$ cat src/rtl/store_unit.sv
// store_unit: executes SW/SH/SB against a word-wide synchronous data memory.
// SW writes the word directly; SH/SB read the word, merge the low half/byte
// of the register value into it and write the merged word back.
module store_unit #(
  parameter int READ_LATENCY = 1  // cycles from mem_rd to valid mem_rdata, 1..7
) (
  input  logic        clk,
  input  logic        reset,
  input  logic [1:0]  StoreOp,
  input  logic        start,
  input  logic [31:0] StoreAddr,
  input  logic [31:0] StoreData,
  output logic        busy,
  output logic        done,
  output logic [31:0] mem_addr,
  output logic        mem_rd,
  output logic        mem_wr,
  output logic [31:0] mem_wdata,
  input  logic [31:0] mem_rdata
);

  typedef enum logic [2:0] {
    IDLE  = 3'd0,
    READ  = 3'd1,
    WAIT  = 3'd2,
    WRITE = 3'd3,
    DONE  = 3'd4
  } state_t;

  typedef enum logic [1:0] {
    OP_SW  = 2'd0,
    OP_SH  = 2'd1,
    OP_SB  = 2'd2,
    OP_RSV = 2'd3
  } store_op_t;

  state_t      state, next_state;
  store_op_t   op_q;
  logic [15:0] data_q;     // only the low half/byte is ever merged
  logic [2:0]  wait_cnt;
  logic        wait_last;
  logic [31:0] keep_mask;
  logic [31:0] merged;

  assign wait_last = (state == WAIT) && (wait_cnt == 3'd1);

  // Bits of the fetched word that survive the merge.
  assign keep_mask = (op_q == OP_SH) ? 32'hFFFF_0000 : 32'hFFFF_FF00;
  assign merged    = (mem_rdata & keep_mask) | ({16'h0000, data_q} & ~keep_mask);

  // State register.
  always_ff @(posedge clk or posedge reset) begin
    // NOTE: sequential state uses non-blocking assignments so every register
    // samples pre-edge values regardless of block ordering.
    if (reset) state <= IDLE;
    else       state <= next_state;
  end

  // Next-state decode.
  always_comb begin
    // NOTE: default assigned first so no path leaves next_state unassigned,
    // which would otherwise infer a latch.
    next_state = state;
    case (state)
      IDLE: begin
        if (start) begin
          case (store_op_t'(StoreOp))
            OP_SW:        next_state = WRITE;
            OP_SH, OP_SB: next_state = READ;
            default:      next_state = DONE;
          endcase
        end
      end
      READ:    next_state = WAIT;
      WAIT:    if (wait_last) next_state = WRITE;
      WRITE:   next_state = DONE;
      DONE:    next_state = IDLE;
      default: next_state = IDLE;
    endcase
  end

  // Control outputs registered from the upcoming state so they line up with it.
  always_ff @(posedge clk or posedge reset) begin
    if (reset) begin
      busy   <= 1'b0;
      done   <= 1'b0;
      mem_rd <= 1'b0;
      mem_wr <= 1'b0;
    end else begin
      busy   <= (next_state != IDLE);
      done   <= (next_state == DONE);
      mem_rd <= (next_state == READ);
      mem_wr <= (next_state == WRITE);
    end
  end

  // Operand capture, wait counting and write-data formation.
  always_ff @(posedge clk or posedge reset) begin
    if (reset) begin
      op_q      <= OP_SW;
      data_q    <= 16'h0000;
      wait_cnt  <= 3'd0;
      mem_addr  <= 32'h0000_0000;
      mem_wdata <= 32'h0000_0000;
    end else begin
      case (state)
        IDLE: begin
          if (start) begin
            op_q     <= store_op_t'(StoreOp);
            data_q   <= StoreData[15:0];
            mem_addr <= StoreAddr;
            if (store_op_t'(StoreOp) == OP_SW) mem_wdata <= StoreData;
          end
        end
        READ: wait_cnt <= 3'(READ_LATENCY);
        WAIT: begin
          wait_cnt <= wait_cnt - 3'd1;
          if (wait_last) mem_wdata <= merged;
        end
        default: ;
      endcase
    end
  end

endmodule

$ cat config.mk
export PLATFORM = sky130hd
export DESIGN_NAME = store_unit
export DESIGN_NICKNAME = d
export VERILOG_FILES = /design/src/rtl/store_unit.sv
export SDC_FILE = /design/constraint.sdc
export NUM_CORES = 1
export LEC_CHECK = 0
export ABC_AREA = 1
export BUFFER_PORTS_ARGS = -buffer_cell sky130_fd_sc_hd__buf_2
export CORE_ASPECT_RATIO = 0.8
export CORE_MARGIN = 2
export CORE_UTILIZATION = 49
export DETAILED_ROUTE_END_ITERATION = 7
export HOLD_SLACK_MARGIN = 0.05
export PLACE_DENSITY = 0.92
export SLEW_MARGIN = 20
export SYNTH_ARGS = -nofsm -noshare
export SYNTH_HDL_FRONTEND = slang
export SYNTH_SLANG_ARGS = --single-unit
$ cat constraint.sdc
create_clock -name clk -period 3.5 [get_ports clk]
set_input_delay 0.7 -clock clk [delete_from_list [all_inputs] [get_ports clk]]
set_output_delay 0.7 -clock clk [all_outputs]
set_load 0.01 [all_outputs]
Word level (Yosys, flattened, before mapping)
Index checks and enable logic that the tools add are counted.
{"block": "word_totals", "reg_bits": 92, "elab_cells": 47, "in_bits": 101, "output_inout_bits": 68}
{"block": "op_classes", "bitwise": 4, "mux": 10, "reduce_logical": 9, "add_sub_neg": 1, "n_eq_ne": 13}
{"cell": "32-bit 2-to-1 mux", "count": 3}
{"cell": "32-bit case mux with 2 select lines", "count": 1}
{"cell": "16-bit by 32-bit AND with 32-bit output", "count": 1}
{"cell": "32-bit AND", "count": 1}
{"cell": "32-bit NOT", "count": 1}
{"cell": "32-bit bitwise OR", "count": 1}
{"cell": "16-bit 2-to-1 mux", "count": 1}
{"cell": "3-bit case mux with 2 select lines", "count": 2}
{"cell": "3-bit case mux with 4 select lines", "count": 1}
{"cell": "3-bit by 1-bit == test with 1-bit output, second input constant", "count": 3}
{"cell": "3-bit by 2-bit == test with 1-bit output, second input constant", "count": 3}
{"cell": "3-bit 2-to-1 mux", "count": 2}
{"cell": "2-bit != test, second input constant", "count": 3}
{"cell": "2-bit by 1-bit == test with 1-bit output, second input constant", "count": 2}
{"cell": "4-bit AND reduction", "count": 1}
{"cell": "2-bit nonzero test", "count": 2}
{"cell": "3-bit == test, second input constant", "count": 1}
{"cell": "3-bit logical NOT", "count": 1}
{"cell": "3-bit nonzero test", "count": 1}
{"cell": "3-bit by 1-bit subtractor with 3-bit output, second input constant", "count": 1}
{"cell": "2-bit == test, second input constant", "count": 1}
{"cell": "2-bit logical NOT", "count": 1}
{"cell": "2-bit AND reduction", "count": 1}
{"cell": "2-bit OR reduction", "count": 1}
{"cell": "1-bit logical AND", "count": 1}

Depth between registers and ports, before layout
{"block": "logic_depth", "ltp_word": 7, "mapped_depth": 10, "ltp_nobuf": 9}

Least setup slack after synthesis
OpenSTA, ideal clock, no wires.
{"block": "synth_timing", "path_kind": "input -> register", "startpoint": "input port start", "endpoint": "register busy", "cell_stages": 7, "path_buffers": 1, "setup_time_ns": 0.129, "t_arrival_ns": 1.438, "required_ns": 3.371, "path_slack_ns": 1.933, "path_cell_list": "inv_1 nor2_4 nand2_1 buf_2 nor2_1 nor2_1 nand3_1"}
{"block": "synth_via", "elab_chain_len": 3}
{"item": "start, declared", "line_no": "10", "text": "input logic start,"}
{"item": "3-bit 2-to-1 mux", "line_no": "66", "text": "if (start) begin"}
{"item": "3-bit case mux with 4 select lines", "line_no": "64", "text": "case (state)"}
{"item": "3-bit nonzero test", "line_no": "90", "text": "busy <= (next_state != IDLE);"}
{"item": "end signal, assigned", "line_no": "90"}
{"item": "end, declared", "line_no": "13", "text": "output logic busy,"}
Every way passes these cells.
A chain may end at the register's enable or synchronous reset.

Worst setup path after layout
{"block": "layout_timing", "startpoint": "register state[2]", "endpoint": "register mem_wdata[8]"}
{"block": "layout_via", "elab_chain_len": 4, "word_cells_on_any_way": 9, "cone_classes": "eq/ne: 4; mux: 1; reduce/logical: 4"}
{"item": "start, declared", "line_no": "37", "text": "state_t state, next_state;"}
{"item": "start signal, assigned", "line_no": "56", "text": "else state <= next_state;"}
{"item": "3-bit by 2-bit == test with 1-bit output", "line_no": "45, 106"}
{"item": "1-bit logical AND", "line_no": "45", "text": "assign wait_last = (state == WAIT) && (wait_cnt == 3'd1);"}
{"item": "2-bit != test (no source line)"}
{"item": "4-bit AND reduction (no source line)"}
{"item": "end signal, assigned", "line_no": "112", "text": "if (store_op_t'(StoreOp) == OP_SW) mem_wdata <= StoreData;"}
{"item": "end signal, assigned", "line_no": "118", "text": "if (wait_last) mem_wdata <= merged;"}
{"item": "end, declared", "line_no": "18", "text": "output logic [31:0] mem_wdata,"}
Several ways; a longest one is shown, not always the timed one.

==> results.py <==
metrics = {
    "status": {
        "status": "complete, no violations",
    },
    "final_layout": {
        "multi_input_area_sq_mm": 0.001693,
        "fillCellCount": 762,
        "diodes": 0,
        "drive_gt1_share_pct": 27.85,
        "regArea_sq_mm": 0.002302,
        "nets": 791,
        "syn_to_final_growth_pct": 24.20,
    },
    "worst_setup_path": {
        "worstSetupStartpointType": "register",
        "arrival_ns": 2.80,
        "crit_type": "reg -> reg",
        "cp-end-kind": "register",
        "regToRegSetupSlack_ns": 0.95,
        "crit_fanout": 32,
        "cp.required_ns": 3.75,
    },
    "floorplanning": {
        "die_w_um": 108.2,
        "chipHeight_um": 87.35,
        "start_util_pct": 50.39,
        "die-area_sq_mm": 0.009450,
        "ios": 169,
        "core_sq_mm": 0.008446,
        "num_rows": 30,
    },
    "sta": {
        "fin_worst_skew_ns": 0.01014,
        "rsz0062_at_grt": "false",
        "min_period_ns": 2.551,
        "fin_tns_setup_ns": 0,
        "worst_slack_ns": 0.9492,
        "slew_headroom_pct": 53.10,
        "clock.fmax_mhz": 392.0,
        "maxSlewViolCount": 0,
        "finalSetupViolations": 0,
        "hold_violations": 0,
        "timing.hold.ws_ns": 0.4427,
        "fin_crit_sh_pct": 72.88,
        "worstMarginPinSlew_ns": 0.7011,
    },
    "synth": {
        "ys_ff_latch": 92,
        "synth_top_cell_area_share_pct": 54.10,
        "syn_avg_cell_area_sq_um": 7.837,
        "synth_fp_nets": 646,
        "synth_top_cell_by_area": "dfrtp_1",
        "yosysWarnings": 0,
        "seq_area_frac_synth_pct": 54.10,
        "yosysUniqueCellTypes": 20,
        "synth.area.top_cells": "dfrtp_1 (54%), nand2_1 (21%), nand3_1 (13%), inv_1 (2.6%), nor2_1 (1.6%)",
        "syn_area_sq_mm": 0.004255,
        "syn_inst": 543,
    },
    "pwr": {
        "power.share.switching_pct": 45.68,
        "switchingPower_mw": 2.197,
        "seqPwrFrac_pct": 38.3,
        "irDropWorstVdd_v": 0.0004405,
        "power_mw": 4.810,
        "p_clk_share_pct": 14.1,
        "p_int_mw": 2.613,
        "p_leak_nw": 3.136,
        "comb_power_share_pct": 47.6,
        "power.density_mw_per_mm2": 910.1,
    },
    "detailed_routing": {
        "first_pass_iters": 5,
        "vias": 4129,
        "drc_errors": 0,
        "wirelength_um": 11040,
        "ant_nets": 0,
        "vias_per_cell": 5.129,
        "first_iter_violations": 253,
        "wl_per_cell_um": 13.72,
    },
    "clocking": {
        "clockBufferDepth": 2,
        "numCtsBuffers": 9,
        "clock_latency_ns": 0.36,
        "clk_pin_slew_worst_paths_ns": 0.10,
        "clockRootBuffer": "clkbuf_8",
        "htreeDepth": 3,
        "cts_resized": 0,
        "cts_tree": "built",
        "hold_buffers": 0,
        "cts_sinks": 92,
        "cts_setup_buffers": 0,
    },
    "grt": {
        "grt_start_max_net_pins": 93,
        "grt_overflow_total": 0,
        "grt_usage_pct": 24.24,
        "antenna_found_initial": 0,
        "grt_pass1_vias": 3964,
        "grt_pass1_wl_um": 17980,
    },
    "flow_run": {
        "drv_cap": 0,
    },
    "placed_design": {
        "place.gp.congestion": 0.8082,
        "place_ws_ns": 0.9502,
        "dp_hpwl_um": 7593,
        "io_buffers": 160,
    },
    "min_path": {
        "worstHoldPathType": "in -> async",
    },
}
## worst paths after layout
path                               start             to  depth (start not counted)
max                             state[2]   mem_wdata[8]                          6
min                                reset   mem_addr[21]                          3
max reg2reg                     state[2]   mem_wdata[8]                          6
min reg2reg                mem_wdata[18]  mem_wdata[18]                          2
max in group asynchronous          reset     data_q[12]                          3
min in group clk           mem_wdata[18]  mem_wdata[18]                          2
## synthesized netlist by cell type (all sizes together)
master	number
a21oi	9
buf	18
clkbuf	13
clkinv	1
dfrtp	92
ha	2
inv	29
nand2	239
nand3	111
nor2	23
o21ai	3
o22ai	2
xnor2	1
## placed cells by master (no fill, tap or decap)
cell,netlist,layout
clkinv_1,1,1
o21ai_0,3,3
nor2_4,3,3
dfrtp_1,92,92
nor2_1,18,18
clkinv_4,0,1
buf_12,0,1
a21oi_1,9,9
o22ai_1,2,2
nand2_1,236,235
inv_6,0,1
nand3_2,2,2
clkinv_2,0,1
inv_1,29,28
clkinvlp_4,0,2
xnor2_1,1,1
nor2_2,2,2
nand2_2,3,4
clkbuf_8,0,9
inv_8,0,2
inv_4,0,1
ha_1,2,2
nand3_1,109,109
buf_2,12,160
buf_4,3,4
## kinds of logic (layout without fill, tap and decap cells)
kind of cell / count (synthesis) / in the layout / synth area share, %
flip-flops: 92 / 92 / 54.10
AO/OA/AOI/OAI: 14 / 14 / 1.705
adder cells (fa/ha/maj): 2 / 2 / 0.5880
buffers and inverters: 61 / 211 / 6.175
XOR/XNOR: 1 / 1 / 0.2059
AND/OR/NAND/NOR: 373 / 373 / 37.22
## metrics by stage
stage,area (sq um),util (%),instances
3_5_place_dp,5101,60.40,789
5_1_grt,5285,62.58,805
2_1_floorplan,4255,-,543
4_1_cts,5285,62.58,805
6_report,5285,62.58,805
3_3_place_gp,5101,60.40,789
## state kept, by name (all words and copies together) (netlist names)
register / count
mem_addr: 32
mem_wdata: 32
data_q: 16
state: 3
wait_cnt: 3
op_q: 2
busy: 1
done: 1
mem_rd: 1
mem_wr: 1
## layer usage
metal  share of wire, %  up-vias  GRT usage, %
met5                  0        -             0
met4                1.1        0         7.576
met3                7.7       14         7.479
met2                 51      154         41.91
met1                 41     1963         29.19
li1                   -     1998             -
## power groups by stage
stage	clock network (mW)	logic, mW	registers (mW)
after floorplan	0	1.39	1.99
after global placement	0	2.19	1.84
after detailed placement	0	2.30	1.85
after CTS	0.696	2.31	1.84
after global routing	0.748	2.59	1.90
final	0.676	2.29	1.84
## final cells by class
class,count,share of cell area [%]
well taps,112,2.652
repair buffers,165,16.10
clock inverters,7,1.136
inverters,30,2.178
multi-input cells,390,32.03
clock buffers,9,2.344
flip-flops and latches,92,43.56
## critical path: stages, from the launching register on
cell and delay [ns]:
dfrtp_1 0.50, nor2_4 0.59, nand3_2 0.16, nand2_2 0.40, nand2_2 0.51, nand2_1 0.20, nand2_1 0.07
Power figures use the tool's default switching activity.
